===== src/rtl/motor_pwm_sequencer_pkg.sv =====
// Shared types and constants for the four-channel motor PWM sequencer.
package motor_seq_pkg;

    localparam int unsigned W   = 14;
    localparam int unsigned NCH = 4;

    typedef logic [W-1:0] duty_t;

    typedef enum logic [2:0] {
        IDLE,
        UPD0,
        UPD1,
        UPD2,
        UPD3
    } sweep_state_t;

    // Channel serviced by the shared slew datapath in a given sweep state.
    function automatic logic [1:0] upd_ch(sweep_state_t s);
        case (s)
            UPD1:    return 2'd1;
            UPD2:    return 2'd2;
            UPD3:    return 2'd3;
            default: return 2'd0;
        endcase
    endfunction

endpackage


===== src/rtl/motor_pwm_sequencer_if.sv =====
// CPU-side command port of the motor PWM sequencer.
interface motor_pwm_sequencer_if;
    import motor_seq_pkg::*;

    logic       cmd_valid;
    logic       cmd_ready;
    logic [1:0] cmd_ch;
    duty_t      cmd_target;

    modport master (
        output cmd_valid,
        output cmd_ch,
        output cmd_target,
        input  cmd_ready
    );

    modport slave (
        input  cmd_valid,
        input  cmd_ch,
        input  cmd_target,
        output cmd_ready
    );

endinterface


===== src/rtl/motor_pwm_sequencer_slew_step.sv =====
// One slew step: moves cur toward target by at most STEP without overshoot.
module motor_slew_step
    import motor_seq_pkg::*;
#(
    parameter int unsigned STEP = 16
) (
    input  duty_t cur,
    input  duty_t target,
    output duty_t cur_next
);

    localparam int unsigned WX = W + 1;
    localparam logic [W:0] STEP_X = WX'(STEP);

    logic [W:0] up_sum;
    logic [W:0] dn_diff;

    assign up_sum  = {1'b0, cur} + STEP_X;
    assign dn_diff = {1'b0, cur} - STEP_X;

    // A borrow out of the subtraction sets dn_diff[W], meaning we went below zero.
    always_comb begin
        cur_next = cur;
        if (cur < target) begin
            cur_next = (up_sum > {1'b0, target}) ? target : up_sum[W-1:0];
        end else if (cur > target) begin
            cur_next = (dn_diff[W] || (dn_diff[W-1:0] < target)) ? target : dn_diff[W-1:0];
        end
    end

endmodule


===== src/rtl/motor_pwm_sequencer.sv =====
// Four-channel duty slew sequencer with a time-multiplexed slew datapath and PWM outputs.
module motor_pwm_sequencer
    import motor_seq_pkg::*;
#(
    parameter int unsigned STEP     = 16,
    parameter int unsigned TICK_DIV = 5000
) (
    input  logic                 clk_clk,
    input  logic                 reset_reset,
    motor_pwm_sequencer_if.slave cmd,
    input  logic                 estop,
    output logic [NCH-1:0]       pwm_o,
    output logic [NCH-1:0]       busy,
    output logic [NCH*W-1:0]     cur_duty
);

    localparam int unsigned PW = $clog2(TICK_DIV);

    logic [PW-1:0]    presc;
    logic             tick;
    duty_t            pwm_cnt;
    duty_t [NCH-1:0]  target;
    duty_t [NCH-1:0]  cur;
    sweep_state_t     state;
    logic [1:0]       sel;
    duty_t            slew_next;
    logic             accept;

    assign cmd.cmd_ready = ~estop;
    assign accept        = cmd.cmd_valid & cmd.cmd_ready & ~reset_reset;
    assign tick          = (presc == PW'(TICK_DIV - 1));
    assign sel           = upd_ch(state);
    assign cur_duty      = cur;

    always_ff @(posedge clk_clk) begin
        if (reset_reset || presc == PW'(TICK_DIV - 1)) begin
            presc <= '0;
        end else begin
            presc <= presc + PW'(1);
        end
    end

    always_ff @(posedge clk_clk) begin
        if (reset_reset) begin
            pwm_cnt <= '0;
        end else begin
            pwm_cnt <= pwm_cnt + duty_t'(1);
        end
    end

    always_ff @(posedge clk_clk) begin
        if (reset_reset || estop) begin
            target <= '0;
        end else if (accept) begin
            target[cmd.cmd_ch] <= cmd.cmd_target;
        end
    end

    motor_slew_step #(
        .STEP (STEP)
    ) u_slew (
        .cur      (cur[sel]),
        .target   (target[sel]),
        .cur_next (slew_next)
    );

    // Target writes in the same cycle land after this edge, so UPDk slews toward the old target.
    always_ff @(posedge clk_clk) begin
        if (reset_reset || estop) begin
            state <= IDLE;
            cur   <= '0;
        end else begin
            case (state)
                IDLE:    state <= tick ? UPD0 : IDLE;
                UPD0:    state <= UPD1;
                UPD1:    state <= UPD2;
                UPD2:    state <= UPD3;
                default: state <= IDLE;
            endcase
            if (state != IDLE) begin
                cur[sel] <= slew_next;
            end
        end
    end

    always_ff @(posedge clk_clk) begin
        if (reset_reset) begin
            pwm_o <= '0;
            busy  <= '0;
        end else begin
            for (int unsigned k = 0; k < NCH; k++) begin
                busy[k]  <= (cur[k] != target[k]);
                pwm_o[k] <= ~estop & (pwm_cnt < cur[k]);
            end
        end
    end

endmodule


===== src/flat_wrapper.sv =====
// flat-port wrapper written by rule: the top's interface ports become plain ports
module motor_pwm_sequencer_flat import motor_seq_pkg::*;
#(
    parameter int unsigned STEP     = 16,
    parameter int unsigned TICK_DIV = 5000
)
  (clk_clk, reset_reset, estop, pwm_o, busy, cur_duty, cmd_cmd_valid, cmd_cmd_ch, cmd_cmd_target, cmd_cmd_ready);
  motor_pwm_sequencer_if cmd_i ();
  input  logic clk_clk;
  input  logic reset_reset;
  input  logic estop;
  output logic [NCH-1:0] pwm_o;
  output logic [NCH-1:0] busy;
  output logic [NCH*W-1:0] cur_duty;
  input wire logic [$bits(cmd_i.cmd_valid)-1:0] cmd_cmd_valid;
  input wire logic [$bits(cmd_i.cmd_ch)-1:0] cmd_cmd_ch;
  input wire logic [$bits(cmd_i.cmd_target)-1:0] cmd_cmd_target;
  output wire logic [$bits(cmd_i.cmd_ready)-1:0] cmd_cmd_ready;
  assign cmd_i.cmd_valid = cmd_cmd_valid;
  assign cmd_i.cmd_ch = cmd_cmd_ch;
  assign cmd_i.cmd_target = cmd_cmd_target;
  assign cmd_cmd_ready = cmd_i.cmd_ready;
  motor_pwm_sequencer #(.STEP(STEP), .TICK_DIV(TICK_DIV)) u_core (.clk_clk(clk_clk), .reset_reset(reset_reset), .cmd(cmd_i), .estop(estop), .pwm_o(pwm_o), .busy(busy), .cur_duty(cur_duty));
endmodule

===== config.mk =====
export PLATFORM = sky130hd
export DESIGN_NAME = motor_pwm_sequencer_flat
export DESIGN_NICKNAME = d
export VERILOG_FILES = /design/src/rtl/motor_pwm_sequencer_pkg.sv /design/src/rtl/motor_pwm_sequencer_if.sv /design/src/rtl/motor_pwm_sequencer_slew_step.sv /design/src/rtl/motor_pwm_sequencer.sv /design/src/flat_wrapper.sv
export SDC_FILE = /design/constraint.sdc
export NUM_CORES = 1
export LEC_CHECK = 0
export CORE_MARGIN = 2
export CORE_UTILIZATION = 50
export CTS_CLUSTER_DIAMETER = 50
export DETAILED_ROUTE_END_ITERATION = 8
export HOLD_SLACK_MARGIN = 0.15
export PLACE_DENSITY_LB_ADDON = 0.2
export SYNTH_ARGS = -nofsm -noshare
export SYNTH_HDL_FRONTEND = slang
export SYNTH_SLANG_ARGS = --single-unit

===== constraint.sdc =====
create_clock -name clk_clk -period 5.9 [get_ports clk_clk]
set_input_delay 1.18 -clock clk_clk [delete_from_list [all_inputs] [get_ports clk_clk]]
set_output_delay 1.18 -clock clk_clk [all_outputs]
set_load 0.03 [all_outputs]

==> results.md, run 1 <==
Finish:
- The number of fillers in the final layout is between 1,500 and 2,000.
- In the layout the commonest cells are 150 x dfxtp_1, 143 x nand2_1, 114 x a21oi_1.
- The final core utilization is 0.595.
- The library cell used most frequently in the layout, excluding fill and tap cells, is dfxtp_1.
- The final instance area is between 10,000 and 15,000 um^2.
- Of the cells placed in the final design, the portion with a size suffix greater than 1 is 0.0716.
- The final net count is 1,393.
- Compared with the post-synthesis result, the final layout area differs by 16.8%.

Timing:
- The final number of hold-violating endpoints came to 0.
- The minimum clock period after layout is 5.34 ns.
- Setup repair after global routing left no endpoint under its margin.
- The maximum clock frequency is between 0.15 and 0.2 GHz.
- The worst slew margin relative to its limit is 0.260.
- The count of final setup violators is 0.
- The count of final max-slew check failures is 0.
- Of the available clock period, the critical path in the final layout requires 0.905.
- The smallest hold slack is between 0.4 and 0.5 ns.
- The worst clock skew is 0.0101 ns.
- After routing, the total negative slack on setup checks comes to 0 ns.
- The actual transition at the worst max-transition pin is about 1.1 ns.

Die:
- The die outline height is 145 um.
- The width of the die is about 140 um.
- The number of core rows is 51.
- The core box area is roughly 19,000 um^2.
- The area of the die is roughly 21,000 um^2.
- 85 I/O pins were placed.
- The initial utilization of the core area, before any placement, comes to 0.510.

Route:
- After detailed routing, the total wire length is ~34 mm.
- Using the TritonRoute via totals, the vias-per-cell ratio works out to between 6 and 7.
- The detailed router finished its first iteration with between 800 and 900 violations.
- After detailed routing, the average wire length per cell comes to 21.4 um.
- The total DRC errors in the routed layout is 0.
- The post-detailed-route count of antenna-violating nets is 0.
- The first detailed-routing pass took 7 iterations.
- The via count is 9,484.

Critical path:
- Walking the worst path, the cells encountered are buf_4 -> mux2i_1 -> o22ai_1 -> nor2_1 -> inv_1 -> or4_1 -> nor4_2 -> xor2_1 -> ha_1 -> a21o_1 -> a21o_1 -> a221oi_1 -> o211ai_1 -> nand2_1 -> o21ai_0 -> a221oi_1 -> o31ai_1.
- The launch point of the worst reg-to-reg path is u_core.state[0].
- The data arrival time of the worst path is 5.62 ns.
- The type of element capturing the critical path is a flip-flop.
- The number of buffers and inverters on the critical path is 2.
- The peak per-stage delay on the critical path is approximately 0.63 ns.
- The cell class contributing the biggest share of worst-path delay is compound AO/OA/AOI/OAI gates.
- The worst setup path is launched from a flip-flop.
- The top fanout value on the critical path is 12.
- In this run the worst setup path begins at u_core.state[0].
- The required arrival time at the worst endpoint is 6.18 ns.
- By startpoint and endpoint, the worst setup path is classified as flip-flop to flip-flop.
- The standard cell with the maximum stage delay on the critical path is a221oi_1.

Global route:
- For this run the aggregate overflow at the end of global routing stands at 0.
- Across every metal layer, demand over resource in global routing totals 0.322.
- The largest net degree at the start of global routing is 57.
- The initial antenna violation count is 1.
- The first global-routing pass estimated about 51 mm of wire.
- The via count of the first global-routing pass came to 8,612.

Power and ir drop:
- The power density relative to cell area is 194 nW/um^2.
- The worst-case IR drop observed on VDD is 215 uV.
- Overall power consumption after layout is estimated at 2.24 mW.
- Summed over all cells, the static leakage comes to 4.74 nW.

Clock tree:
- The clock latency of the later-clocked register in the worst-skew pair is ~0.43 ns.
- The cell at the root of the clock tree is clkbuf_16.
- Post-CTS timing repair inserted 0 buffers for setup.
- The clock net in this run drives a total of 150 sinks.
- For this design, the CTS-stage hold fixing added 0 buffers.
- The CTS tree is done.
- Clock-pin slew was measured on the worst setup and hold paths at 0.07 ns.
- The clock buffer count from CTS is 17.
- The number of levels in the clock H-tree is 4.
- The count of cells resized by post-cts repair is 0.
- The clock passes through at most 2 buffers.

Logic synthesis:
- The number of synthesized flops with an enable pin is 0.
- After synthesis, the share of flip-flops with an asynchronous set or reset is 0.
- The share of the Yosys chip area taken by registers is 0.303.
- After technology mapping, the gate count stands at 1,217.
- Yosys mapped the design onto 80 distinct sky130hd cell types.
- The synthesized netlist net count is roughly 1,300.
- Summing every instance area after synthesis gives 9920 um^2.
- The total of flip-flops plus latches after synthesis is 150.
- During synthesis, Yosys emitted a total of 0 warnings.
- The average footprint of a synthesized cell is roughly 8.2 um^2.
- Among all flip-flop cells after synthesis, the most frequent one is dfxtp_1.

Hold path:
- The startpoint identified for the worst hold timing path is u_core.presc[0].
- The min-delay analysis places its worst path in the category flip-flop to flip-flop.

Flow run:
- The number of maximum-capacitance violations is 0.

Placement:
- Once detailed placement completed, the half-perimeter wirelength came to 25.6 mm.
- The area of placed instances is about 11,000 um^2.
- The routability congestion estimate is around 1.0.
- Input and output buffers added on the ports amount to between 80 and 90.

Run status:
- The run finished with clean final reports.
## layout make-up
cell class,count,area (um^2),area share
antenna,1,2.50,0.000216
clock buffer,18,429,0.0370
clock inverter,14,141,0.0122
inverter,74,278,0.0240
multi-input combinational,933,6360,0.549
sequential,150,3000,0.259
tap,265,332,0.0286
timing repair buffer,110,1040,0.0894
## sequential cells by signal, indices dropped and copies added, names as in the netlist
| register | count |
|---|---|
| u_core.target | 56 |
| u_core.pwm_cnt | 14 |
| u_core.busy | 4 |
| u_core.presc | 13 |
| u_core.pwm_o | 4 |
| u_core.cur_duty | 56 |
| u_core.state | 3 |
## cells by family (layout without fill, tap and decap cells)
logic type | after synthesis | in the layout | share of synthesized area
adders and majority gates | 87 | 87 | 0.110
other | 0 | 1 | 0
xor gates and xnor gates | 94 | 94 | 0.0838
buffers and inverters | 134 | 216 | 0.0564
DFF | 150 | 150 | 0.303
and+or+nand+nor | 378 | 378 | 0.181
AOI/OAI and AO/OA | 330 | 330 | 0.221
muxes | 44 | 44 | 0.0450
## worst paths after layout
path	depth (start not counted)	slack [ns]	to
worst min register to register	1	0.48	u_core.presc[0]
worst max-delay path	17	0.56	u_core.cur_duty[7]
worst max register to register	17	0.56	u_core.cur_duty[7]
worst min-delay path	1	0.48	u_core.presc[0]
## Yosys cell counts, drive strengths merged, types with 4 or more instances
cell,instances,area share
mux2i,39,0.039
a21o,41,0.031
or2,5,0.0032
and2,4,0.0025
nand3,60,0.031
o31ai,7,0.0067
a31oi,6,0.0038
or4,4,0.0034
xor2,61,0.054
nor3,15,0.0076
o21a,4,0.0030
o211ai,4,0.0030
a221oi,7,0.0068
nor4,10,0.0085
xnor2,33,0.030
ha,87,0.11
o21ai,74,0.039
nand4,21,0.014
inv,74,0.028
nor2b,4,0.0025
nand2b,10,0.0063
nand2,143,0.054
a211oi,16,0.014
mux2,5,0.0057
clkbuf,36,0.014
nor2,79,0.030
dfxtp,150,0.30
a32o,8,0.0081
or3,5,0.0032
and3,7,0.0044
a21oi,121,0.064
buf,24,0.015
a221o,9,0.0091
o22ai,8,0.0057
## per-layer routing
layer	vias to the layer above	wire length [um]	GRT usage
met5	-	0	0
li1	4467	-	-
met4	0	1530	0.149
met3	109	2730	0.0553
met2	457	15200	0.505
met1	4451	14100	0.430
## report_power, final
group          switching (mW)  leakage [nW]  total [mW]  internal, mW
clock network           0.469         0.281        1.06         0.592
logic                  0.0924          3.25       0.153        0.0605
registers             0.00785          1.21        1.03          1.02
## through the flow
| step | setup WS (ns) | cells |
|---|---|---|
| 6_report | 0.561 | 1565 |
| 2_1_floorplan | 1.47 | 1217 |
| 4_1_cts | 0.647 | 1564 |
| 3_3_place_gp | 0.779 | 1532 |
| 5_1_grt | 0.175 | 1564 |
| 3_5_place_dp | 0.682 | 1532 |
No activity file was read; power rests on OpenSTA's default activity.
==> run 2: changes to the inputs <==
- HOLD_SLACK_MARGIN: 0.15 -> not set
==> results of run 2 <==
No change in the layout: final DEF, timing and power equal those of run 1.
